### config.mk
export PLATFORM = sky130hd
export DESIGN_NAME = imem_fetch_ctrl
export DESIGN_NICKNAME = d
export VERILOG_FILES = /design/src/rtl/mips_fetch_pkg.sv /design/src/rtl/fetch_pc_gen.sv /design/src/rtl/imem_fetch_ctrl.sv
export SDC_FILE = /design/constraint.sdc
export NUM_CORES = 1
export LEC_CHECK = 0
export CAP_MARGIN = 40
export CORE_UTILIZATION = 42
export DETAILED_ROUTE_END_ITERATION = 8
export PLACE_DENSITY = 0.81
export RECOVER_POWER = 100
export SLEW_MARGIN = 25
export SYNTH_ARGS = -nofsm -noshare
export SYNTH_HDL_FRONTEND = slang
export SYNTH_HIERARCHICAL = 1
export SYNTH_SLANG_ARGS = --single-unit
### constraint.sdc
create_clock -name clk -period 4.7 [get_ports clk]
set_input_delay 0.94 -clock clk [delete_from_list [all_inputs] [get_ports clk]]
set_output_delay 0.94 -clock clk [all_outputs]
set_load 0.01 [all_outputs]
### src/rtl/mips_fetch_pkg.sv
// Shared types and constants for the instruction-fetch controller.
// Holds the controller state encoding, default memory geometry and the
// word-aligned fetch legality helper used by the pc generator.
package mips_fetch_pkg;

    typedef enum logic [1:0] {
        LOAD  = 2'd0,
        RUN   = 2'd1,
        FAULT = 2'd2
    } fetch_state_e;

    localparam int unsigned MEM_BYTES_DEF = 100;
    localparam logic [31:0] RESET_PC_DEF  = 32'h0000_0000;
    localparam logic [31:0] PC_STEP       = 32'd4;

    // A fetch address is usable only when it is word aligned and the whole
    // four-byte word lies inside memory. The sum is widened to 33 bits so an
    // address near 2^32 cannot wrap into a small, falsely legal value.
    function automatic logic pc_is_legal(input logic [31:0] pc,
                                         input int unsigned mem_bytes);
        logic [32:0] last_byte;
        last_byte = {1'b0, pc} + 33'd3;
        return (pc[1:0] == 2'b00) && (last_byte < {1'b0, mem_bytes});
    endfunction

endpackage

### src/rtl/fetch_pc_gen.sv
// Program-counter generator for the fetch controller.
// Owns the pc register, the next-pc selection (redirect over stall over
// sequential step) and the legality flag for the current pc.
module fetch_pc_gen
    import mips_fetch_pkg::*;
#(
    parameter int unsigned MEM_BYTES = MEM_BYTES_DEF,
    parameter logic [31:0] RESET_PC  = RESET_PC_DEF
) (
    input  logic        clk,
    input  logic        rst,
    input  logic        in_load,
    input  logic        in_run,
    input  logic        stall,
    input  logic        redir_valid,
    input  logic [31:0] redir_pc,
    output logic [31:0] pc,
    output logic        pc_legal
);

    logic [31:0] pc_d;
    logic [31:0] pc_q;

    assign pc       = pc_q;
    assign pc_legal = pc_is_legal(pc_q, MEM_BYTES);

    // Next pc: parked at RESET_PC while loading, frozen after a fault. In RUN
    // a redirect always wins, a stall holds, and an illegal pc is left in place
    // so the fault reports the offending address.
    always_comb begin
        pc_d = pc_q;
        if (in_load) begin
            pc_d = RESET_PC;
        end else if (in_run) begin
            if (redir_valid) begin
                pc_d = redir_pc;
            end else if (stall) begin
                pc_d = pc_q;
            end else if (pc_legal) begin
                // Plain 32-bit add: wrapping past 2^32 lands on an illegal pc.
                pc_d = pc_q + PC_STEP;
            end
        end
    end

    // pc register with synchronous active-low reset.
    always_ff @(posedge clk) begin
        if (!rst) begin
            pc_q <= RESET_PC;
        end else begin
            pc_q <= pc_d;
        end
    end

endmodule

### src/rtl/imem_fetch_ctrl.sv
// Instruction memory loader and fetch controller.
// LOAD: bytes from the loader are written straight through to imem.
// RUN: one big-endian word is fetched per cycle at pc and delivered on
// if_valid/if_pc/if_inst one cycle later. FAULT: terminal until reset.
// Optional feature: define IMEM_FETCH_PERF_EN to build the saturating
// delivered-instruction counter on perf_fetches; otherwise it reads 0.
module imem_fetch_ctrl
    import mips_fetch_pkg::*;
#(
    parameter int unsigned MEM_BYTES = MEM_BYTES_DEF,
    parameter logic [31:0] RESET_PC  = RESET_PC_DEF
) (
    input  logic        clk,
    input  logic        rst,
    input  logic        ld_valid,
    output logic        ld_ready,
    input  logic [31:0] ld_addr,
    input  logic [7:0]  ld_data,
    input  logic        ld_done,
    input  logic        stall,
    input  logic        redir_valid,
    input  logic [31:0] redir_pc,
    output logic [31:0] mem_addr,
    output logic        mem_we,
    output logic [7:0]  mem_wdata,
    input  logic [31:0] mem_rdata,
    output logic        if_valid,
    output logic [31:0] if_pc,
    output logic [31:0] if_inst,
    output logic        fault,
    output logic        ld_err,
    output logic [31:0] perf_fetches
);

    fetch_state_e state_d;
    fetch_state_e state_q;
    logic         if_valid_d;
    logic         if_valid_q;
    logic [31:0]  if_pc_d;
    logic [31:0]  if_pc_q;
    logic [31:0]  if_inst_d;
    logic [31:0]  if_inst_q;
    logic         fault_d;
    logic         fault_q;
    logic         ld_err_d;
    logic         ld_err_q;

    logic         in_load;
    logic         in_run;
    logic         ld_in_range;
    logic [31:0]  pc;
    logic         pc_legal;
    logic         fetch_slot;
    logic         fetch_go;
    logic         fetch_bad;

    assign in_load     = (state_q == LOAD);
    assign in_run      = (state_q == RUN);
    assign ld_in_range = (ld_addr < MEM_BYTES);

    // A fetch opportunity is a RUN cycle with neither redirect nor stall.
    assign fetch_slot = in_run && !redir_valid && !stall;
    assign fetch_go   = fetch_slot && pc_legal;
    assign fetch_bad  = fetch_slot && !pc_legal;

    fetch_pc_gen #(
        .MEM_BYTES (MEM_BYTES),
        .RESET_PC  (RESET_PC)
    ) u_pc_gen (
        .clk         (clk),
        .rst         (rst),
        .in_load     (in_load),
        .in_run      (in_run),
        .stall       (stall),
        .redir_valid (redir_valid),
        .redir_pc    (redir_pc),
        .pc          (pc),
        .pc_legal    (pc_legal)
    );

    // Loader handshake and write-through are combinational so a byte lands in
    // imem in the cycle it is presented; both are masked while rst is low.
    assign ld_ready  = in_load && rst;
    assign mem_we    = in_load && rst && ld_valid && ld_in_range;
    assign mem_addr  = in_load ? ld_addr : pc;
    assign mem_wdata = in_load ? ld_data : 8'h00;

    assign if_valid = if_valid_q;
    assign if_pc    = if_pc_q;
    assign if_inst  = if_inst_q;
    assign fault    = fault_q;
    assign ld_err   = ld_err_q;

    // Next-state and next-output logic for the controller FSM.
    always_comb begin
        state_d    = state_q;
        if_valid_d = if_valid_q;
        if_pc_d    = if_pc_q;
        if_inst_d  = if_inst_q;
        fault_d    = fault_q;
        ld_err_d   = ld_err_q;
        case (state_q)
            LOAD: begin
                if (ld_valid && !ld_in_range) begin
                    ld_err_d = 1'b1;
                end
                if (ld_done) begin
                    state_d = RUN;
                end
            end
            RUN: begin
                if (redir_valid) begin
                    // Redirect leaves a one-slot bubble; target checked later.
                    if_valid_d = 1'b0;
                end else if (fetch_go) begin
                    if_valid_d = 1'b1;
                    if_pc_d    = pc;
                    if_inst_d  = mem_rdata;
                end else if (fetch_bad) begin
                    state_d    = FAULT;
                    fault_d    = 1'b1;
                    if_valid_d = 1'b0;
                end
            end
            FAULT: begin
                if_valid_d = 1'b0;
            end
            default: begin
                state_d = LOAD;
            end
        endcase
    end

    // FSM state and registered outputs, synchronous active-low reset.
    always_ff @(posedge clk) begin
        if (!rst) begin
            state_q    <= LOAD;
            if_valid_q <= 1'b0;
            if_pc_q    <= 32'h0;
            if_inst_q  <= 32'h0;
            fault_q    <= 1'b0;
            ld_err_q   <= 1'b0;
        end else begin
            state_q    <= state_d;
            if_valid_q <= if_valid_d;
            if_pc_q    <= if_pc_d;
            if_inst_q  <= if_inst_d;
            fault_q    <= fault_d;
            ld_err_q   <= ld_err_d;
        end
    end

`ifdef IMEM_FETCH_PERF_EN
    logic [31:0] perf_d;
    logic [31:0] perf_q;

    // Every accepted fetch delivers a new instruction; stalls do not re-count.
    always_comb begin
        perf_d = perf_q;
        if (fetch_go && (perf_q != 32'hFFFF_FFFF)) begin
            perf_d = perf_q + 32'd1;
        end
    end

    // Saturating delivery counter register.
    always_ff @(posedge clk) begin
        if (!rst) begin
            perf_q <= 32'h0;
        end else begin
            perf_q <= perf_d;
        end
    end

    assign perf_fetches = perf_q;
`else
    assign perf_fetches = 32'h0;
`endif

endmodule

==> summary.txt, run 1 <==
Synthesis
  • Post-synth top area cell: dfxtp_1
  • Post-synth EDFFs: 0
  • Top cell type's share of synthesized area: between 30% and 40%
  • Warnings, synthesis: 6
  • Sequential area share after synthesis: 36.6%
  • Yosys reg bits: 101
  • Mapped Avg Cell Area: 7.77 sq um
  • Cells after synthesis: 711
  • Post-synth ARST share: 0%
  • Mapped Area: 0.00552 sq mm
  • Most area-consuming cells after synthesis: dfxtp_1, nand2_1, a21oi_1
  • Ys flop type: dfxtp_1
  • Unique masters post-synth: 67

Power and ir drop
  • Clock network power share: 26.7%
  • P per Cell Area: about 330 mW/mm^2
  • Psw: 871 uW
  • Sequential power share: 35.8%
  • Combinational Power Share: 37.5%
  • Leakage power: between 0.002 and 0.003 uW
  • Peak VDD IR: around 170 uV
  • P_int: roughly 1800 uW
  • Switching part of the total: between 30 and 40%
  • Total power: roughly 2600 uW

Worst setup path
  • Crit Path Category: reg2reg
  • Worst R2R Path Depth: 11
  • Reg2reg end: if_pc[4]$_SDFFE_PN0P_
  • CP Launch Type: flop
  • Crit path required time: around 5000 ps
  • Worst r2r src: u_pc_gen/pc[2]$_SDFFE_PP0P_
  • CP arrival: between 4000 and 5000 ps
  • Crit. End Element: flop
  • Worst-path maximum fanout: 64
  • R2r setup slk: 470 ps

Die
  • Initial Util: 43.4%
  • Full die area: 0.0136 sq mm
  • Die Width: roughly 120 um
  • Core Region: 0.0127 sq mm
  • Chip Height: 117 um
  • I/O pins: 251
  • Row count: 41

Finish
  • Share of layout cells above drive strength 1: 7.55%
  • Multi-input gate area: slightly above 0.003 sq mm
  • Fin nets: between 1000 and 1500
  • Register area: 0.00202 sq mm
  • ANT cells: 0
  • Layout area overhead: 42.9%
  • Fillers: 1193

Placement
  • Post-DP HPWL: 13000 um
  • PortBufs: 218
  • GP Congestion: 0.889

Global route
  • Vias in the first global route: approximately 5000
  • Initial antenna violation count: 0
  • Largest net degree at the start of global routing: 65
  • Grt total ovfl: 0
  • First-pass GRT wire length: 25900 um
  • Total global-route track usage: about a quarter

CTS
  • Postcts setup bufs: 0
  • CTS sink cnt: 101
  • Root buffer cell: clkbuf_16
  • Post-CTS sizing: 0
  • CTS clk-pin slew, worst paths: approximately 70 ps
  • CTS tree: built
  • CTS Hold Buffers Added: 0
  • Num CTS Buffers: 9
  • Worst-Skew Late Latency: 350 ps
  • Clk buf depth: 2
  • CTS HTree Levels: 3

Run
  • Total of max-cap violations: 0

STA
  • Slew @ Worst Pin: roughly 780 ps
  • Fin. Hold Viols: 0
  • Relative slew slack: 47.9%
  • FMAX: 237 MHz
  • Fin crit share: between 80% and 90%
  • Setup repair after global routing missed its margin: false
  • Setup-failing EPs final: 0
  • Tmin final: 4230 ps
  • Fin. max-slew vios: 0
  • Fin Clk Skew: 8.44 ps
  • Setup_tns: 0 ps

Routing
  • Via count: between 5000 and 6000
  • Drt total wl: around 18000 um
  • First-pass DRT Iterations: 5
  • Drt via density: ~5.3
  • Routed WL per cell: 16.4 um
  • Initial DRC count: 430
  • DRT antenna net count: 0
  • Remaining DRCs: 0

Hold path
  • Hold crit path type: reg2reg
  • Hold endpoint: if_inst[7]$_SDFFE_PN0P_
  • Worst Hold Launch: if_inst[7]$_SDFFE_PN0P_
  • Hold depth: 2

Status
  • Outcome: finished, final reports clean
==> per-layer routing <==
layer | GRT usage [%] | up-vias | share of wire (%)
met2 | 42.4 | 256 | 48
met3 | 5.92 | 39 | 9.2
met1 | 29.3 | 2627 | 40
met5 | 0 | - | 0
met4 | 11.0 | 0 | 2.8
li1 | - | 2818 | -
==> state kept, by name, indices dropped and copies added (netlist names) <==
name	flops
fault	1
if_inst	32
if_pc	32
if_valid	1
ld_err	1
state_q	2
u_pc_gen/pc	32
==> cells in the final DEF (no fill, tap or decap), types with 4 or more instances in the layout <==
cell,instances
nor4b_1,5
conb_1,32
nand4_1,23
o31a_1,4
ha_1,5
nand2_1,178
o21ai_2,6
nand2b_1,5
a21oi_1,91
buf_4,5
dfxtp_1,101
nor2_1,25
clkdlybuf4s50_1,109
o21ai_0,27
clkbuf_16,9
dlygate4sd3_1,109
mux2_2,29
nand3_1,7
nor3_1,13
nor4_1,22
and2_1,11
inv_1,4
a22oi_1,5
==> power by group through the flow <==
stage / Sequential (uW) / Combinational (uW) / Clock, uW
2_1_floorplan: 958 / 584 / 0
3_5_place_dp: 966 / 1070 / 0
4_1_cts: 946 / 1080 / 719
6_report: 945 / 991 / 706
3_3_place_gp: 964 / 1040 / 0
5_1_grt: 952 / 1070 / 759
==> how the worst max path moves through the flow <==
stage | from | end | slack (ps) | cells past startpoint
6_report | u_pc_gen/pc[2]$_SDFFE_PP0P_ | if_pc[4]$_SDFFE_PN0P_ | 470 | 11
5_1_grt | u_pc_gen/pc[2]$_SDFFE_PP0P_ | u_pc_gen/pc[9]$_SDFFE_PP0P_ | 280 | 11
4_1_cts | u_pc_gen/pc[2]$_SDFFE_PP0P_ | if_pc[4]$_SDFFE_PN0P_ | 630 | 11
3_5_place_dp | u_pc_gen/pc[2]$_SDFFE_PP0P_ | if_pc[4]$_SDFFE_PN0P_ | 640 | 11
3_3_place_gp | ld_addr[28] | mem_we | 730 | 5
2_1_floorplan | u_pc_gen/pc[2]$_SDFFE_PP0P_ | if_pc[6]$_SDFFE_PN0P_ | 1260 | 14
==> synthesized netlist by cell type (3+ instances only) <==
cell type	n
buf_4	32
inv_1	4
dfxtp_1	101
o21ai_0	15
mux2_2	29
nand2_1	178
nand4_1	22
mux2_1	3
nor3b_1	3
or4_1	3
a22oi_1	5
a21oi_1	91
nand3_1	7
o31a_1	4
o21ai_2	18
o211ai_1	3
mux2i_1	3
buf_2	13
and2_1	12
nor4b_1	5
nor3_1	13
buf_1	6
nand2b_1	5
clkbuf_1	30
nor4_1	22
nor2_1	25
ha_1	5
or3_1	3
==> cell type report <==
| type | instances | share of cell area, % |
|---|---|---|
| flip-flops and latches | 101 | 25.6 |
| well taps | 172 | 2.73 |
| clock inverters | 5 | 0.476 |
| repair buffers | 228 | 28.7 |
| clock buffers | 10 | 3.03 |
| multi-input cells | 551 | 39.2 |
| inverters | 6 | 0.285 |
==> stage by stage <==
stage	hold slack (ps)	util, %	setup WS [ps]	std cells	instance area, sq um
2_1_floorplan	439	-	1260	742	5640
3_3_place_gp	441	60.2	734	1056	7660
3_5_place_dp	445	60.4	642	1057	7680
4_1_cts	455	62.5	630	1072	7960
5_1_grt	465	62.0	276	1073	7890
6_report	449	62.0	472	1073	7890
==> worst max-delay path, cell delays in order, from the launching register on <==
cell and delay [ps]:
dfxtp_1 500, ha_1 380, nand4_1 220, or4_1 660, o31a_1 340, a2111oi_2 280
nand4_1 210, nor3_1 620, and4bb_2 360, buf_12 270, nand2_1 110, a21oi_1 150
==> cells by family after synthesis <==
kind of cell | after synthesis | synth area share, %
xor gates and xnor gates | 3 | 0.476
buffers and inverters | 90 | 8.88
other | 1 | 0.0679
AOI/OAI and AO/OA | 158 | 17.9
muxes | 35 | 7.07
and+or+nand+nor | 318 | 27.9
DFF | 101 | 36.6
adders and majority gates | 5 | 1.13
Power figures use the tool's default switching activity.
==> run 2, diff against run 1 <==
ABC_CLOCK_PERIOD_IN_PS = 4700   (was unset)
==> results of run 2 <==
Final layout, timing and power as in run 1 (identical DEF).
==> run 3, diff against run 2 <==
CORE_UTILIZATION = 43   (was 42)
CTS_BUF_LIST = sky130_fd_sc_hd__clkbuf_4 sky130_fd_sc_hd__clkbuf_8   (was unset)
PLACE_DENSITY = 0.83   (was 0.81)
==> run 3 against run 2 <==
Via count hardly changed. Sequential cell count unchanged. Power fell by 4.6%. Routed wire length shrank 1.0%. Sequential share of layout area is 0.18 points higher. Register-to-register slack better by 50 ps. Global-route usage is 0.70 points higher. Sequential power is essentially flat. Worst setup slack lost 1.3 ps. Critical path depth decreased by 6. First-iteration DRC count increased by 11%. Clock power decreased by 17%. Critical path type is now reg2out. Critical endpoint is now mem_addr[16].
==> summary.txt, run 3 (synthesized netlist as in run 1, its figures left out) <==
Finish
  • ANT cells: 0 (unchanged)
  • Final cell count without fillers: 1074 (was 1073)
  • Final instance area: 0.00784 sq mm (was 0.00789 sq mm)
  • Fillers: 1144 (was 1193)
  • Share of layout cells above drive strength 1: 7.98% (was 7.55%)
  • Most frequent cells in the layout: nand2_1, clkdlybuf4s50_1, dlygate4sd3_1, dfxtp_1, a21oi_1 (unchanged)
  • Fin nets: 1012 (unchanged)
  • Layout area overhead: 41.9% (was 42.9%)
  • Commonest non-fill, non-tap cell in the layout: nand2_1 (unchanged)

Routing
  • Initial DRC count: 477 (was 430)
  • Drt via density: 5.35 (about the same)
  • Drt total wl: 17400 um (was 17600 um)
  • Via count: 5744 (was 5740)
  • First-pass DRT Iterations: 5 (unchanged)
  • Remaining DRCs: 0 (unchanged)
  • DRT antenna net count: 0 (unchanged)
  • Routed WL per cell: 16.2 um (was 16.4 um)

CTS
  • CTS sink cnt: 101 (unchanged)
  • CTS clk-pin slew, worst paths: 110 ps (was 70 ps)
  • Postcts setup bufs: 0 (unchanged)
  • Post-CTS sizing: 0 (unchanged)
  • Worst-Skew Late Latency: 370 ps (was 350 ps)
  • Clk buf depth: 2 (unchanged)
  • Num CTS Buffers: 9 (unchanged)
  • Root buffer cell: clkbuf_8 (was clkbuf_16)
  • CTS HTree Levels: 3 (unchanged)
  • CTS Hold Buffers Added: 0 (unchanged)
  • CTS tree: built (unchanged)

Run
  • Total of max-cap violations: 0 (unchanged)

Placement
  • GP Congestion: 0.881 (was 0.889)
  • Dpl cells: 1058 (was 1057)
  • PortBufs: 218 (unchanged)
  • Post-DP HPWL: 12800 um (was 13000 um)
  • Placed instance area: 0.00770 sq mm (was 0.00768 sq mm)

STA
  • Setup repair after global routing missed its margin: false (unchanged)
  • Relative slew slack: 18.4% (was 47.9%)
  • Fin. Hold Viols: 0 (unchanged)
  • Fin crit share: 90.0% (was 89.9%)
  • Fin Clk Skew: 9.66 ps (was 8.44 ps)
  • Tmin final: 4230 ps (about the same)
  • Slew @ Worst Pin: 1220 ps (was 782 ps)
  • Setup_tns: 0 ps (unchanged)
  • FMAX: 236 MHz (was 237 MHz)
  • Fin. max-slew vios: 0 (unchanged)
  • Setup-failing EPs final: 0 (unchanged)

Die
  • Die Width: 115 um (was 117 um)
  • Full die area: 0.0133 sq mm (was 0.0136 sq mm)
  • Core Region: 0.0126 sq mm (was 0.0127 sq mm)
  • Chip Height: 115 um (was 117 um)
  • I/O pins: 251 (unchanged)
  • Initial Util: 44.0% (was 43.4%)
  • Row count: 41 (unchanged)

Global route
  • Largest net degree at the start of global routing: 65 (unchanged)
  • First-pass GRT wire length: 26500 um (was 25900 um)
  • Vias in the first global route: 5144 (was 5034)
  • Grt total ovfl: 0 (unchanged)
  • Total global-route track usage: 25.4% (was 24.7%)
  • Initial antenna violation count: 0 (unchanged)

Worst setup path
  • Worst-path cell chain: inv_1, ha_1, clkbuf_2, mux2_2, dlygate4sd3_1 (was ha_1, nand4_1, or4_1, o31a_1, a2111oi_2, nand4_1, nor3_1, and4bb_2, buf_12, nand2_1, a21oi_1)
  • CP arrival: 3290 ps (was 4500 ps)
  • Buf/Inv on CP: 3 (was 1)
  • Worst setup startpoint: state_q[1]$_SDFFE_PN0P_ (was u_pc_gen/pc[2]$_SDFFE_PP0P_)
  • Worst r2r src: u_pc_gen/pc[2]$_SDFFE_PP0P_ (unchanged)
  • Worst-path maximum fanout: 31 (was 64)
  • Crit Path Category: reg2out (was reg2reg)
  • Reg2reg end: u_pc_gen/pc[13]$_SDFFE_PP0P_ (was if_pc[4]$_SDFFE_PN0P_)
  • Worst setup path end: mem_addr[16] (was if_pc[4]$_SDFFE_PN0P_)
  • Crit path largest cell delay: 940 ps (was 660 ps)
  • Worst path slowest cell: ha_1 (was or4_1)
  • CP Launch Type: flop (unchanged)
  • Top Family by Delay on Critical Path: buffers and inverters (was simple AND/OR/NAND/NOR gates)
  • Worst R2R Path Depth: 10 (was 11)
  • R2r setup slk: 520 ps (was 470 ps)
  • Crit. End Element: output pin (was flop)
  • Crit path required time: 3760 ps (was 4970 ps)
  • Worst path depth: 5 (was 11)

Hold path
  • Worst Hold Launch: if_pc[22]$_SDFFE_PN0P_ (was if_inst[7]$_SDFFE_PN0P_)
  • Hold crit path type: reg2reg (unchanged)

Power and ir drop
  • Leakage power: 0.00292 uW (was 0.00294 uW)
  • P per Cell Area: 321 mW/mm^2 (was 335 mW/mm^2)
  • Total power: 2520 uW (was 2640 uW)
  • Combinational Power Share: 39.3% (was 37.5%)
  • Clock network power share: 23.3% (was 26.7%)
  • Sequential power share: 37.5% (was 35.8%)
  • Peak VDD IR: 130 uV (was 171 uV)
  • Psw: 858 uW (was 871 uW)
  • Switching part of the total: 34.1% (was 32.9%)
  • P_int: 1660 uW (was 1770 uW)

Status
  • Outcome: finished, final reports clean (unchanged)
## run 3: cell types whose count changed in the layout (fill, tap and decap cells not counted), moves of 2 or more
| cell | previous run | this run |
|---|---|---|
| dlygate4sd3_1 | 109 | 104 |
| and2_0 | 1 | 6 |
| clkbuf_8 | 1 | 9 |
| clkdlybuf4s50_1 | 109 | 114 |
| clkbuf_1 | 2 | 0 |
| and2_1 | 11 | 6 |
| clkbuf_16 | 9 | 0 |
| inv_6 | 0 | 2 |
| buf_4 | 5 | 7 |
## run 3: area by class of cell
cell class / count / area (sq um) / area share, %
clock buffer: 9 / 124 / 1.58
sequential: 101 / 2020 / 25.8
multi-input combinational: 551 / 3090 / 39.4
timing repair buffer: 228 / 2290 / 29.2
inverter: 6 / 22.5 / 0.287
clock inverter: 7 / 82.6 / 1.05
tap: 172 / 215 / 2.75
## run 3: worst min path at each step
stage                         endpoint  slack [ps]  cells after the start
5_1_grt         if_pc[29]$_SDFFE_PN0P_         470                      2
3_5_place_dp    if_pc[29]$_SDFFE_PN0P_         450                      2
4_1_cts          if_pc[7]$_SDFFE_PN0P_         460                      2
3_3_place_gp   if_inst[6]$_SDFFE_PN0P_         440                      2
6_report        if_pc[22]$_SDFFE_PN0P_         460                      2
2_1_floorplan   if_pc[12]$_SDFFE_PN0P_         440                      2
## run 3: power by group through the flow
stage                     Clock [uW]  Sequential [uW]  Combinational, uW
after floorplan                    0              958                584
after CTS                        601              944               1060
after global placement             0              963               1040
final                            587              944                989
after detailed placement           0              965               1060
after global routing             630              950               1080
## run 3: per-layer routing
layer  part of all wire [%]  vias to the layer above  global-route usage, %
li1                       -                     2814                      -
met1                     42                     2638                   31.9
met2                     50                      268                   44.1
met3                    7.3                       24                   4.69
met4                    1.3                        0                   7.71
met5                      0                        -                      0
## run 3: metrics by stage
stage               util [%]  hold slack [ps]  worst slack, ps
floorplan                  -              439             1260
global placement        61.0              441              530
detailed placement      61.2              446              600
CTS                     62.9              461              595
global route            62.4              470              179
finish                  62.4              456              471
## run 3: tightest hold or removal path: stages (launching register included)
cell and delay, ps:
dfxtp_1 320, nand2_1 50, a21oi_1 50
==> patch: new RTL, settings of run 3 <==
Add a define of `IMEM_FETCH_PERF_EN`.
--- a/src/rtl/imem_fetch_ctrl.sv
+++ b/src/rtl/imem_fetch_ctrl.sv
@@ -4,6 +4,8 @@
 // if_valid/if_pc/if_inst one cycle later. FAULT: terminal until reset.
 // Optional feature: define IMEM_FETCH_PERF_EN to build the saturating
 // delivered-instruction counter on perf_fetches; otherwise it reads 0.
+`define IMEM_FETCH_PERF_EN
+
 module imem_fetch_ctrl
     import mips_fetch_pkg::*;
 #(
Check against the original RTL: not equivalent (a bounded check fails within 4 cycles, from zero or initial values and one cycle with rst low).
==> patch against run 3 <==
  * Final cell count up 24%
  * Setup slack worse by 0.20 ns
  * Synthesized area up 25%
  * Routed wire length up 32%
  * Sequential cell count up 32
  * Total power up 33%
  * The run now ends with capacitance limit, slew limit left
  * Design area up 27%
==> patch: results (changes against run 3) <==
Synth Area in Compound Gates 17.3% (-0.53 points); max-cap viol count 1 (+1); layout cells sized above 1 9.02% (+1.0 points); DR iter-0 viols 669 (+40%); post-synthesis xor/xnor area fraction 0.761% (+0.29 points); RR Endpoint perf_fetches[15]; CP max stage delay 0.96 ns (+0.02 ns); Area contributors post-synth dfxtp_1 (39%), nand2_1 (11%), a21oi_1 (7.6%); status complete, but fails checks; met1 Use GR 35.5% (+3.6 points); Clock transition at path regs 0.07 ns (-0.04 ns); detailed-route vias per instance 5.63 (+5.3%); final wirelength 23.1 mm (+32%); Max IR drop VDD 0.000203 V (+56%); Max-slew headroom -36.9% (-55 points); RePlAce Congestion 0.925 (+5.0%); post-synth cell types 69 (+3.0%); met2 Use GR 46.2% (+2.1 points); Num CTS Buffers 17 (+8); share of the yosys chip area belonging to registers 38.6% (+1.9 points); combinational family with the most area after synthesis simple AND/OR/NAND/NOR gates; reg-to-reg startpoint u_pc_gen/pc[18]; grt met3 use 6.53% (+1.8 points); vias in the first global route 6878 (+34%); leak pwr 0.00371 uW (+27%); drt first pass iters 6 (+1); CTS H-Tree Depth 4 (+1); global-route wire length before repair 36.0 mm (+36%); hold path start if_pc[10]; nets@finish 1223 (+21%); Buffers on Ports 250 (+15%); Slew Viols, Final 48 (+48); largest net degree at the start of global routing 67 (+3.1%); clk_lat worst skew 0.45 ns (+0.08 ns); Max FO, Critical Path 24 (-23%); arrival time at the worst endpoint 3.49 ns (+0.20 ns); R2R Setup Slk 0.41 ns (-0.11 ns); failing checks capacitance limit, slew limit; post-synthesis mux area share 7.54% (+0.47 points); Post-synth top cells nand2_1 (205), dfxtp_1 (133), a21oi_1 (105); Hold Path End if_pc[10]; Final Skew 0.0130 ns (+0.00333 ns); Adder-Cell Fraction of Synth Area 1.09% (-0.046 points)
## patch: cell count changes after synthesis, sizes merged, moves of 13 or more
cell | run 3 | this run
nand4 | 23 | 36
a21oi | 91 | 105
clkbuf | 31 | 44
dfxtp | 101 | 133
nand2 | 178 | 205
mux2i | 3 | 16
or3 | 3 | 16
buf | 53 | 17
## patch: metrics by stage
stage                     std cells  worst slack [ns]  hold slack, ns  util [%]  instance area (um^2)
final                          1331             0.274           0.450      64.3                  9920
after global routing           1331            0.0605           0.467      64.3                  9920
after CTS                      1331             0.225           0.455      64.8                  9990
after detailed placement       1299             0.265           0.445      62.3                  9610
after global placement         1299             0.392           0.440      62.3                  9610
after floorplan                 876             0.810           0.439         -                  6910
## patch: worst max-delay path, delay by kind of cell (launching register included)
kind / cells / cell delay, ns
buf+inv: 3 / 1.32
mux: 1 / 0.40
fa+ha+maj: 1 / 0.96
flops: 1 / 0.33
## patch: what timing repair did
item / in CTS / in global routing
setup buffers: 0 / 0
endpoints found under the setup margin: 0 / 30
resized for setup: 0 / 2
## patch: final cells by class
| type | count | area (um^2) |
|---|---|---|
| Fill cell | 1343 | 5510 |
| Multi-Input combinational cell | 673 | 3920 |
| Tap cell | 211 | 264 |
| Inverter | 9 | 33.8 |
| Timing Repair Buffer | 273 | 2660 |
| Clock buffer | 24 | 305 |
| Sequential cell | 133 | 2660 |
| Clock inverter | 8 | 75.1 |
## patch: cells by family after synthesis
family	after synthesis
simple gates	420
compound gates	193
flops	133
buf+inv	70
mux	48
xor+xnor	6
fa+ha+maj	6
## patch: per-layer routing
| metal | wire length (um) | vias to the layer above | part of all wire (%) |
|---|---|---|---|
| met5 | 0 | - | 0 |
| met4 | 430 | 0 | 1.9 |
| met3 | 2030 | 39 | 8.8 |
| met2 | 10900 | 373 | 47 |
| met1 | 9650 | 3483 | 42 |
| li1 | - | 3601 | - |
## patch: worst max path at each step
| stage | from | to | slack (ns) | depth (start not counted) |
|---|---|---|---|---|
| after CTS | u_pc_gen/pc[2] | perf_fetches[15] | 0.23 | 11 |
| after detailed placement | u_pc_gen/pc[2] | perf_fetches[15] | 0.26 | 11 |
| after global routing | u_pc_gen/pc[3] | perf_fetches[15] | 0.06 | 11 |
| final | state_q[1] | mem_addr[21] | 0.27 | 5 |
| after floorplan | u_pc_gen/pc[2] | perf_fetches[26] | 0.81 | 15 |
| after global placement | u_pc_gen/pc[2] | perf_fetches[15] | 0.39 | 11 |
## patch: power by group through the flow
stage               combinational, uW  sequential, uW  clock [uW]
global route                     1270            1240         990
CTS                              1260            1230         944
finish                           1180            1230         933
detailed placement               1260            1260           0
floorplan                         652            1250           0
global placement                 1240            1250           0
